$ cat src/rtl/if_fetch_unit.sv
`default_nettype none
// ============================================================================
// Module   : if_fetch_unit
// Brief    : Instruction fetch engine feeding the IF/ID register; one
//            outstanding req/ack read and a one-entry instruction buffer.
// Revision : 1.0  initial release
// ============================================================================
module if_fetch_unit #(
  parameter logic [31:0] RESET_PC = 32'h0000_0000
) (
  input  logic        clk,
  input  logic        rst_n,
  input  logic        freeze,
  input  logic        branch_taken,
  input  logic [31:0] branch_addr,
  output logic        imem_req,
  output logic [31:0] imem_addr,
  input  logic        imem_ack,
  input  logic [31:0] imem_rdata,
  output logic        inst_valid,
  output logic [31:0] PC_out,
  output logic [31:0] Instruction_out
);

  typedef enum logic [1:0] {
    ST_START = 2'd0,
    ST_FETCH = 2'd1,
    ST_VALID = 2'd2,
    ST_DROP  = 2'd3
  } state_t;

  state_t      r_state;
  logic [31:0] r_req_addr;
  logic [31:0] r_inst_buf;
  logic [31:0] r_target;
  logic        r_imem_req;
  logic        w_valid;

  always_ff @(posedge clk or negedge rst_n) begin
    if (!rst_n) begin
      r_state    <= ST_START;
      r_req_addr <= RESET_PC;
      r_inst_buf <= 32'h0;
      r_target   <= 32'h0;
      r_imem_req <= 1'b0;
    end else begin
      case (r_state)
        ST_START: begin
          r_state    <= ST_FETCH;
          r_req_addr <= RESET_PC;
          r_imem_req <= 1'b1;
        end
        ST_FETCH: begin
          if (imem_ack && !branch_taken) begin
            r_inst_buf <= imem_rdata;
            r_state    <= ST_VALID;
            r_imem_req <= 1'b0;
          end else if (branch_taken && !imem_ack) begin
            // the in-flight read must still complete before redirecting
            r_target <= branch_addr;
            r_state  <= ST_DROP;
          end else if (branch_taken && imem_ack) begin
            r_req_addr <= branch_addr;
          end
        end
        ST_VALID: begin
          if (branch_taken) begin
            r_req_addr <= branch_addr;
            r_state    <= ST_FETCH;
            r_imem_req <= 1'b1;
          end else if (!freeze) begin
            r_req_addr <= r_req_addr + 32'd4;
            r_state    <= ST_FETCH;
            r_imem_req <= 1'b1;
          end
        end
        ST_DROP: begin
          if (imem_ack) begin
            r_req_addr <= branch_taken ? branch_addr : r_target;
            r_state    <= ST_FETCH;
          end else if (branch_taken) begin
            r_target <= branch_addr;
          end
        end
        default: begin
          r_state    <= ST_START;
          r_imem_req <= 1'b0;
        end
      endcase
    end
  end

  // a redirect suppresses the buffered instruction in the same cycle
  assign w_valid         = (r_state == ST_VALID) && !branch_taken;
  assign inst_valid      = w_valid;
  assign Instruction_out = w_valid ? r_inst_buf : 32'h0;
  assign PC_out          = r_req_addr + 32'd4;
  assign imem_req        = r_imem_req;
  assign imem_addr       = r_req_addr;

endmodule
`default_nettype wire
$ cat config.mk
export PLATFORM = sky130hd
export DESIGN_NAME = if_fetch_unit
export DESIGN_NICKNAME = d
export VERILOG_FILES = /design/src/rtl/if_fetch_unit.sv
export SDC_FILE = /design/constraint.sdc
export NUM_CORES = 1
export LEC_CHECK = 0
export ABC_AREA = 1
export CAP_MARGIN = 10
export CORE_ASPECT_RATIO = 0.6
export CORE_UTILIZATION = 35
export DETAILED_ROUTE_END_ITERATION = 10
export HOLD_SLACK_MARGIN = 0.05
export MAX_ROUTING_LAYER = met4
export SKIP_CTS_REPAIR_TIMING = 1
export SLEW_MARGIN = 20
export SYNTH_ARGS = -nofsm -noshare
export SYNTH_HDL_FRONTEND = slang
export SYNTH_SLANG_ARGS = --single-unit
export TNS_END_PERCENT = 30
$ cat constraint.sdc
create_clock -name clk -period 3.8 [get_ports clk]
set_clock_uncertainty 0.2 [all_clocks]
set_input_delay 0.76 -clock clk [delete_from_list [all_inputs] [get_ports clk]]
set_output_delay 0.76 -clock clk [all_outputs]
set_load 0.03 [all_outputs]
==> metrics.md, run 1 <==
| Metric | Value |
|---|---|
| Critical path endpoint | `PC_out[8]` |
| Port buffer count | `166` |
| Worst Hold Slack | `0.201 ns` |
| Die X | `173 um` |
| Avg WL per Cell | `14.8 um` |
| Sequential cell area | `0.00248 mm^2` |
| Cells after Synth | `929` |
| R2R cell count | `11` |
| YS warnings | `0` |
| Fin worst setup slack | `0.190 ns` |
| Number of library cell types mapped by synthesis | `28` |
| CTS Buf Count | `9` |
| Core area | `0.0171 mm^2` |
| Area contributors post-synth | `dfrtp_1 40%, nand2_1 18%, o21ai_0 12%, inv_1 8.0%, nor2_1 5.3%` |
| Antenna viol nets, final | `0` |
| GRT Util Overall | `23.0%` |
| Initial DRC count | `544` |
| Routed via count | `6209` |
| CP Data Required Time | `2.84 ns` |
| Die H | `104 um` |
| GRT overflow | `0` |
| Post-route DRC | `0` |
| Largest net degree at the start of global routing | `66` |
| Crit path kind | `reg -> out` |
| Area grow syn2layout | `33.8%` |
| Post-route clock period utilization | `95.0%` |
| Clock Latency Late Sink | `0.36 ns` |
| Setup violators final | `0` |
| Register bit total from synthesis | `99` |
| Dpl ws | `0.219 ns` |
| Pwr Density | `775 mW/mm^2` |
| RR Endpoint | `imem_addr[5]$_DFFE_PN0P_` |
| Die area | `0.0180 mm^2` |
| H-tree depth | `3` |
| Crit path cell chain | `ha_1, nand3_1, nor2_4, xor2_1, clkdlybuf4s50_1` |
| Longest Clk Path Bufs | `2` |
| Max stage delay cell, worst path | `clkdlybuf4s50_1` |
| Final instance area | `0.00819 mm^2` |
| Critical path endpoint category | `output port` |
| Slew HR | `54.9%` |
| Hold Path Class | `in -> async` |
| CTS tree | `yes` |
| Sequential cell area fraction in the yosys report | `40.4%` |
| IO Pins | `167` |
| Initial antenna violation count | `0` |
| Drt first pass iters | `7` |
| RSZ-0062 raised after global routing | `false` |
| Max incr delay on CP | `0.75 ns` |
| Layout filler cell count | `1779` |
| Dominant cell type by area after synthesis | `dfrtp_1` |
| Final Util | `47.8%` |
| Status | `finished clean` |
| Worst slew pin tran | `0.675 ns` |
| Vias/cell | `4.73` |
| Crit start category | `flop` |
| Total wire length | `19.5 mm` |
| Final Hold Vio Count | `0` |
| Max Fanout on Critical Path | `9` |
| Syn Nets | `1002` |
| Worst setup path start | `imem_addr[2]$_DFFE_PN0P_` |
| Clock slew at reported path FFs | `0.08 ns` |
| Nets | `1146` |
| Syn Std Cell Area | `0.00612 mm^2` |
| N_diodes | `0` |
| Worst reg-to-reg setup slack | `1.41 ns` |
| Total power | `6.35 mW` |
| Max_cap viols | `0` |
| Maximum VDD drop | `473 uV` |
| Top cell type's share of synthesized area | `40.4%` |
| Starting Density | `35.8%` |
| CTS Root Cell | `clkbuf_16` |
| Layout cells sized above 1 | `7.14%` |
| Minimum clock period | `3.61 ns` |
| # clock sinks | `99` |
| Critical Path AT | `2.65 ns` |
| Post-DP HPWL | `14.6 mm` |
| Vias in the first global route | `5648` |
| Multi-input gate area | `0.00294 mm^2` |
| Mapped Avg Cell Area | `6.59 um^2` |
| Slew Viols, Final | `0` |
| Placed cell areas | `0.00789 mm^2` |
| First-pass GRT wire length | `31.6 mm` |
| Rows | `37` |
| Gpl congestion | `0.971` |
| Leak pwr | `3.88 nW` |
| F_max | `277 MHz` |
| Worst R2R Start | `r_state[1]$_DFFE_PN0P_` |
final cells by class:
class / count / area share, %
Tap cell: 234 / 3.57
Timing Repair Buffer: 177 / 20.6
Multi-Input combinational cell: 650 / 35.9
Clock inverter: 7 / 0.748
Sequential cell: 99 / 30.2
Clock buffer: 9 / 2.75
Inverter: 136 / 6.23
routing by layer:
layer	track usage (%)	up-vias	wire length, um
li1	-	3193	-
met1	35.4	2809	10400
met2	30.1	190	7620
met3	4.61	17	1230
met4	5.25	0	248
met5	-	-	0
synth_stat cells, drive strengths merged:
cell type / n
ha: 4
nand4: 1
nand3b: 1
a22oi: 1
a21oi: 37
and2: 16
o211ai: 1
clkbuf: 15
buf: 29
o21bai: 4
nand2: 288
o21a: 11
xor2: 5
nand3: 42
o21ai: 147
a31oi: 1
dfrtp: 99
or2: 3
inv: 136
nor2: 88
kinds of logic after synthesis:
| logic type | count (synthesis) | synth area share [%] |
|---|---|---|
| buffers and inverters | 180 | 11.8 |
| flip-flops | 99 | 40.4 |
| AND/OR/NAND/NOR | 439 | 28.8 |
| AO/OA/AOI/OAI | 202 | 17.4 |
| adder cells (fa/ha/maj) | 4 | 0.817 |
| XOR/XNOR | 5 | 0.715 |
state kept, by name (all words and copies together) (netlist names):
| register | cells |
|---|---|
| r_state | 2 |
| imem_req | 1 |
| r_inst_buf | 32 |
| r_target | 32 |
| imem_addr | 32 |
stage by stage:
stage,std cells,setup TNS [ns]
global placement,1296,0
floorplan,929,0
finish,1312,0
CTS,1312,-0.307
global route,1312,0
detailed placement,1296,0
critical path, delay by kind of cell, from the launching register on:
kind	cells	cell delay (ns)
adder cells (fa/ha/maj)	1	0.23
flip-flops	1	0.46
AND/OR/NAND/NOR	2	0.50
buffers and inverters	1	0.75
XOR/XNOR	1	0.36
where the power goes:
group	internal, mW	total [mW]	switching (mW)	leakage [nW]
Clock	0.457	0.910	0.454	0.139
Combinational	1.28	3.52	2.24	2.51
Sequential	1.54	1.92	0.372	1.23
Total	3.28	6.35	3.07	3.88
worst min-delay path by stage:
stage	from	end	slack, ns	cells past startpoint
6_report	rst_n	r_target[29]$_DFFE_PN0P_	0.20	1
5_1_grt	rst_n	r_target[28]$_DFFE_PN0P_	0.25	1
4_1_cts	rst_n	r_target[28]$_DFFE_PN0P_	0.22	1
3_5_place_dp	imem_req$_DFFE_PN0P_	imem_req$_DFFE_PN0P_	0.28	1
3_3_place_gp	r_target[12]$_DFFE_PN0P_	r_target[12]$_DFFE_PN0P_	0.28	1
2_1_floorplan	rst_n	imem_addr[0]$_DFFE_PN0P_	0.26	0
placed cells by master, fill, tap and decap left out, drive strengths merged:
master | netlist | routed
a21oi | 37 | 37
a22oi | 1 | 1
a31oi | 1 | 1
and2 | 16 | 16
buf | 29 | 45
clkbuf | 15 | 9
clkdlybuf4s50 | 0 | 131
clkinv | 0 | 4
clkinvlp | 0 | 1
dfrtp | 99 | 99
dlymetal6s2s | 0 | 1
ha | 4 | 4
inv | 136 | 138
nand2 | 288 | 288
nand3 | 42 | 42
nand3b | 1 | 1
nand4 | 1 | 1
nor2 | 88 | 88
o211ai | 1 | 1
o21a | 11 | 11
o21ai | 147 | 147
o21bai | 4 | 4
or2 | 3 | 3
xor2 | 5 | 5
Note: power is estimated with default switching activity, not from simulation.
==> run 2: changes to the inputs <==
--- a/config.mk
+++ b/config.mk
@@ -9,7 +9,9 @@
 export CAP_MARGIN = 10
 export CORE_ASPECT_RATIO = 0.6
 export CORE_UTILIZATION = 35
+export CTS_BUF_LIST = sky130_fd_sc_hd__clkbuf_8
 export DETAILED_ROUTE_END_ITERATION = 10
+export GPL_ROUTABILITY_DRIVEN = 0
 export HOLD_SLACK_MARGIN = 0.05
 export MAX_ROUTING_LAYER = met4
 export SKIP_CTS_REPAIR_TIMING = 1
==> run 2 against run 1 <==
Global-route usage is 0.51 points lower. Clock power fell by 24%. Fmax fell by 1.4%. Sequential power is essentially flat. Count of clock-buffer cells in the layout rose by 1. Die area unchanged. Non-clock buffer count unchanged.
==> metrics.md, run 2 (same netlist as run 1, synthesis figures left out) <==
| Metric | Value |
|---|---|
| Inst Count DP | `1296 (unchanged)` |
| Routed via count | `6197 (was 6209)` |
| Port buffer count | `166 (unchanged)` |
| Critical path endpoint category | `output port (unchanged)` |
| Initial DRC count | `575 (was 544)` |
| Avg WL per Cell | `14.6 um (was 14.8 um)` |
| Final Util | `47.3% (was 47.8%)` |
| Pwr Density | `754 mW/mm^2 (was 775 mW/mm^2)` |
| Die X | `173 um (unchanged)` |
| H-tree depth | `3 (unchanged)` |
| Starting Density | `35.8% (unchanged)` |
| Layout cells sized above 1 | `7.14% (unchanged)` |
| Uppermost layer routed | `met4 (unchanged)` |
| Crit start category | `flop (unchanged)` |
| Total power | `6.11 mW (was 6.35 mW)` |
| Total wire length | `19.2 mm (was 19.5 mm)` |
| Die area | `0.0180 mm^2 (unchanged)` |
| Die H | `104 um (unchanged)` |
| Crit path kind | `reg -> out (unchanged)` |
| Commonest non-fill, non-tap cell in the layout | `nand2_1 (unchanged)` |
| CTS Root Cell | `clkbuf_8 (was clkbuf_16)` |
| Post-DP HPWL | `14.3 mm (was 14.6 mm)` |
| Core area | `0.0171 mm^2 (unchanged)` |
| CP Data Required Time | `2.84 ns (about the same)` |
| CTS Buf Count | `9 (unchanged)` |
| Slew HR | `57.1% (was 54.9%)` |
| Slew Viols, Final | `0 (unchanged)` |
| Most frequent cells in the layout | `286 x nand2_1, 142 x o21ai_0, 131 x inv_1 (was 286 x nand2_1, 142 x o21ai_0, 131 x inv_1, 131 x clkdlybuf4s50_1, 98 x dfrtp_1)` |
| Setup TNS | `0 ns (unchanged)` |
| GRT Util Overall | `22.5% (was 23.0%)` |
| Minimum clock period | `3.66 ns (was 3.61 ns)` |
| Vias/cell | `4.72 (was 4.73)` |
| Maximum VDD drop | `462 uV (was 473 uV)` |
| Max Fanout on Critical Path | `9 (unchanged)` |
| Hold Path Class | `in -> async (unchanged)` |
| Met3 WL post-DR | `1.35 mm (was 1.23 mm)` |
| Post-route clock period utilization | `96.4% (was 95.0%)` |
| IO Pins | `167 (unchanged)` |
| CTS tree | `yes (unchanged)` |
| GRT overflow | `0 (unchanged)` |
| Final Instance Count excl. Fillers | `1312 (unchanged)` |
| F_max | `273 MHz (was 277 MHz)` |
| Leak pwr | `3.86 nW (was 3.88 nW)` |
| Longest Clk Path Bufs | `2 (unchanged)` |
| First-pass GRT wire length | `30.9 mm (was 31.6 mm)` |
| # clock sinks | `99 (unchanged)` |
| Setup violators final | `0 (unchanged)` |
| Critical Path AT | `2.70 ns (was 2.65 ns)` |
| Largest net degree at the start of global routing | `66 (unchanged)` |
| Routed wl met2 | `7.44 mm (was 7.62 mm)` |
| Vias in the first global route | `5582 (was 5648)` |
| Rows | `37 (unchanged)` |
| Status | `finished clean (unchanged)` |
| Drt first pass iters | `7 (unchanged)` |
| Max_cap viols | `0 (unchanged)` |
| Antenna viol nets, final | `0 (unchanged)` |
| Clock Latency Late Sink | `0.39 ns (was 0.36 ns)` |
| Nets | `1146 (unchanged)` |
| Final Hold Vio Count | `0 (unchanged)` |
| Initial antenna violation count | `0 (unchanged)` |
| Layout filler cell count | `1777 (was 1779)` |
| Clock slew at reported path FFs | `0.12 ns (was 0.08 ns)` |
| Worst slew pin tran | `0.642 ns (was 0.675 ns)` |
| N_diodes | `0 (unchanged)` |
| Wire length on met1 | `10.1 mm (was 10.4 mm)` |
| Post-route DRC | `0 (unchanged)` |
| Area grow syn2layout | `32.4% (was 33.8%)` |
[run 2: changes by cell type in the layout (fill, tap and decap cells not counted)]
| cell | change |
|---|---|
| clkinvlp_4 | -1 |
| clkbuf_16 | -9 |
| clkinv_4 | +1 |
| clkbuf_8 | +10 |
| clkdlybuf4s50_1 | -2 |
| dlymetal6s2s_1 | +2 |
| clkinv_2 | -1 |
[run 2: layer usage]
metal,global-route usage [%],up-vias
li1,-,3171
met1,34.8,2813
met2,29.3,195
met3,4.42,18
met4,4.93,0
met5,-,-
[run 2: final timing paths]
| path | start | endpoint | slack [ns] | cells past startpoint |
|---|---|---|---|---|
| worst max-delay path | imem_addr[2]$_DFFE_PN0P_ | PC_out[14] | 0.14 | 9 |
| worst min-delay path | rst_n | r_target[28]$_DFFE_PN0P_ | 0.12 | 1 |
| min in group clk | r_target[12]$_DFFE_PN0P_ | r_target[12]$_DFFE_PN0P_ | 0.30 | 1 |
| max in group asynchronous | rst_n | imem_addr[5]$_DFFE_PN0P_ | 2.54 | 2 |
| worst min register to register | r_target[12]$_DFFE_PN0P_ | r_target[12]$_DFFE_PN0P_ | 0.30 | 1 |
| worst max register to register | r_state[1]$_DFFE_PN0P_ | imem_addr[7]$_DFFE_PN0P_ | 1.46 | 11 |
[run 2: power breakdown]
group          switching, mW  internal, mW
registers              0.376          1.54
logic                   2.22          1.28
clock network          0.423         0.270
[run 2: per-stage QoR]
step           cell area [um^2]  worst slack (ns)  hold WS, ns
2_1_floorplan              6120              1.04        0.264
3_3_place_gp               7890             0.249        0.282
3_5_place_dp               7890             0.205        0.284
4_1_cts                    8090            -0.240        0.140
5_1_grt                    8110           -0.0105        0.156
6_report                   8110             0.139        0.125
[run 2: cell type report]
| class | count | area (um^2) | area share [%] |
|---|---|---|---|
| Timing Repair Buffer | 177 | 1690 | 20.9 |
| Clock inverter | 6 | 57.6 | 0.710 |
| Tap cell | 234 | 293 | 3.61 |
| Clock buffer | 10 | 138 | 1.70 |
| Multi-Input combinational cell | 650 | 2940 | 36.2 |
| Sequential cell | 99 | 2480 | 30.6 |
| Inverter | 136 | 510 | 6.30 |
[run 2: critical path: stages, from the launching register on]
cell and delay (ns):
dfrtp_2 0.49, ha_1 0.23, nand2_1 0.08, nor2_2 0.24, nand2_2 0.21, nor2_4 0.21, nand3_1 0.14, nand2_1 0.09
inv_1 0.04, clkdlybuf4s50_1 0.59
==> run 3: changes to the inputs <==
--- a/config.mk
+++ b/config.mk
@@ -12,10 +12,11 @@
 export CTS_BUF_LIST = sky130_fd_sc_hd__clkbuf_8
 export DETAILED_ROUTE_END_ITERATION = 10
 export GPL_ROUTABILITY_DRIVEN = 0
+export GPL_TIMING_DRIVEN = 0
 export HOLD_SLACK_MARGIN = 0.05
 export MAX_ROUTING_LAYER = met4
+export SETUP_SLACK_MARGIN = 0.3
 export SKIP_CTS_REPAIR_TIMING = 1
-export SLEW_MARGIN = 20
 export SYNTH_ARGS = -nofsm -noshare
 export SYNTH_HDL_FRONTEND = slang
 export SYNTH_SLANG_ARGS = --single-unit
==> run 3 against run 2 <==
Critical endpoint is now PC_out[24]. Clock power rose by 0.9%. Design area rose by 4.7%. Global-route usage rose by 2.4 points.
==> metrics.md, run 3 (same netlist as run 1, synthesis figures left out) <==
| Metric | Value |
|---|---|
| CTS Root Cell | `clkbuf_8 (unchanged)` |
| Leak pwr | `4.73 nW (was 3.86 nW)` |
| Vias in the first global route | `6109 (was 5582)` |
| Max Fanout on Critical Path | `5 (was 9)` |
| Top cell by count, worst path | `nand2_1 (unchanged)` |
| Slew HR | `55.8% (was 57.1%)` |
| Die area | `0.0180 mm^2 (unchanged)` |
| IO Pins | `167 (unchanged)` |
| Total power | `6.32 mW (was 6.11 mW)` |
| Crit start category | `flop (unchanged)` |
| Nets | `1182 (was 1146)` |
| Post-route DRC | `0 (unchanged)` |
| Crit path kind | `reg -> out (unchanged)` |
| Worst Hold Slack | `0.140 ns (was 0.125 ns)` |
| RSZ-0062 raised after global routing | `true` |
| Post-route clock period utilization | `92.1% (was 96.4%)` |
| Routed wl met2 | `8.47 mm (was 7.44 mm)` |
| Hold Path Class | `in -> async (unchanged)` |
| Commonest non-fill, non-tap cell in the layout | `nand2_1 (unchanged)` |
| CTS Buf Count | `9 (unchanged)` |
| Minimum clock period | `3.50 ns (was 3.66 ns)` |
| Met3 WL post-DR | `1.89 mm (was 1.35 mm)` |
| Drt first pass iters | `5 (was 7)` |
| N_diodes | `0 (unchanged)` |
| GRT overflow | `0 (unchanged)` |
| First-pass GRT wire length | `33.7 mm (was 30.9 mm)` |
| Slew Viols, Final | `0 (unchanged)` |
| GRT Util Overall | `24.9% (was 22.5%)` |
| Die X | `173 um (unchanged)` |
| Max incr delay on CP | `0.67 ns (was 0.59 ns)` |
| # clock sinks | `99 (unchanged)` |
| Vias/cell | `4.92 (was 4.72)` |
| Post-DP HPWL | `16.5 mm (was 14.3 mm)` |
| Avg WL per Cell | `16.1 um (was 14.6 um)` |
| Antenna viol nets, final | `0 (unchanged)` |
| Largest net degree at the start of global routing | `63 (was 66)` |
| Final Hold Vio Count | `0 (unchanged)` |
| CTS tree | `yes (unchanged)` |
| Rows | `37 (unchanged)` |
| Layout cells sized above 1 | `6.82% (was 7.14%)` |
| Maximum VDD drop | `469 uV (was 462 uV)` |
| Initial DRC count | `621 (was 575)` |
| Initial antenna violation count | `0 (unchanged)` |
| Setup violators final | `0 (unchanged)` |
| Max stage delay cell, worst path | `clkdlybuf4s50_1 (unchanged)` |
| Worst slew pin tran | `0.664 ns (was 0.642 ns)` |
| Wire length on met1 | `11.1 mm (was 10.1 mm)` |
| Max_cap viols | `0 (unchanged)` |
| Core area | `0.0171 mm^2 (unchanged)` |
| Routed via count | `6629 (was 6197)` |
| F_max | `286 MHz (was 273 MHz)` |
| Die H | `104 um (unchanged)` |
| Pwr Density | `744 mW/mm^2 (was 754 mW/mm^2)` |
| Clock slew at reported path FFs | `0.12 ns (about the same)` |
| CP Data Required Time | `2.84 ns (about the same)` |
| Clock Latency Late Sink | `0.39 ns (about the same)` |
| Critical path endpoint category | `output port (unchanged)` |
| Port buffer count | `166 (unchanged)` |
| Crit path cell chain | `ha_1, nand3_1, nor2_4, nand2_1, nand2_1, and2_1, clkdlybuf4s50_1 (was ha_1, nand2_1, nor2_2, nand2_2, nor2_4, nand3_1, nand2_1, inv_1, clkdlybuf4s50_1)` |
| Most frequent cells in the layout | `286 x nand2_1, 142 x o21ai_0, 131 x inv_1 (unchanged)` |
| H-tree depth | `3 (unchanged)` |
| Critical Path AT | `2.54 ns (was 2.70 ns)` |
| Longest Clk Path Bufs | `2 (unchanged)` |
| Total wire length | `21.7 mm (was 19.2 mm)` |
| Status | `finished clean (unchanged)` |
| Starting Density | `35.8% (unchanged)` |
| Final Util | `49.5% (was 47.3%)` |
| Uppermost layer routed | `met4 (unchanged)` |
| Area grow syn2layout | `38.6% (was 32.4%)` |
-- run 3: metrics by stage --
step	TNS, ns	setup WS [ns]	area (um^2)	cells
2_1_floorplan	0	1.04	6120	929
3_3_place_gp	-241.28	-2.34	8080	1329
3_5_place_dp	-9.89	-0.350	8100	1330
4_1_cts	-11.67	-0.397	8300	1346
5_1_grt	0	0.189	8490	1348
6_report	0	0.299	8490	1348
-- run 3: final cells by class --
class | count | area (um^2)
Clock buffer | 9 | 124
Fill cell | 1751 | 8640
Buffer | 44 | 223
Tap cell | 234 | 293
Timing Repair Buffer | 169 | 1830
Sequential cell | 99 | 2490
Clock inverter | 7 | 67.6
Multi-Input combinational cell | 650 | 2950
Inverter | 136 | 510
-- run 3: where the power goes --
group	internal, mW	switching, mW
sequential	1.55	0.384
clock	0.258	0.441
combinational	1.32	2.37
-- run 3: per-layer routing --
layer / track usage [%] / up-vias
li1: - / 3258
met1: 39.0 / 3079
met2: 32.0 / 273
met3: 5.45 / 19
met4: 4.36 / 0
met5: - / -
-- run 3: worst paths after layout --
check / startpoint / to / slack (ns) / cells after the start
setup / recovery: imem_addr[3]$_DFFE_PN0P_ / PC_out[24] / 0.30 / 7
hold / removal: rst_n / r_target[30]$_DFFE_PN0P_ / 0.14 / 1
setup reg to reg: r_state[0]$_DFFE_PN0P_ / imem_addr[5]$_DFFE_PN0P_ / 1.54 / 7
hold reg to reg: r_target[12]$_DFFE_PN0P_ / r_target[12]$_DFFE_PN0P_ / 0.32 / 1
max in group asynchronous: rst_n / imem_addr[14]$_DFFE_PN0P_ / 2.54 / 2
min in group clk: r_target[12]$_DFFE_PN0P_ / r_target[12]$_DFFE_PN0P_ / 0.32 / 1
-- run 3: worst max-delay path, delay by kind of cell (launching register included) --
kind                     cells  cell delay, ns
buffers and inverters        1            0.67
flip-flops                   1            0.46
adder cells (fa/ha/maj)      1            0.24
AND/OR/NAND/NOR              5            0.77
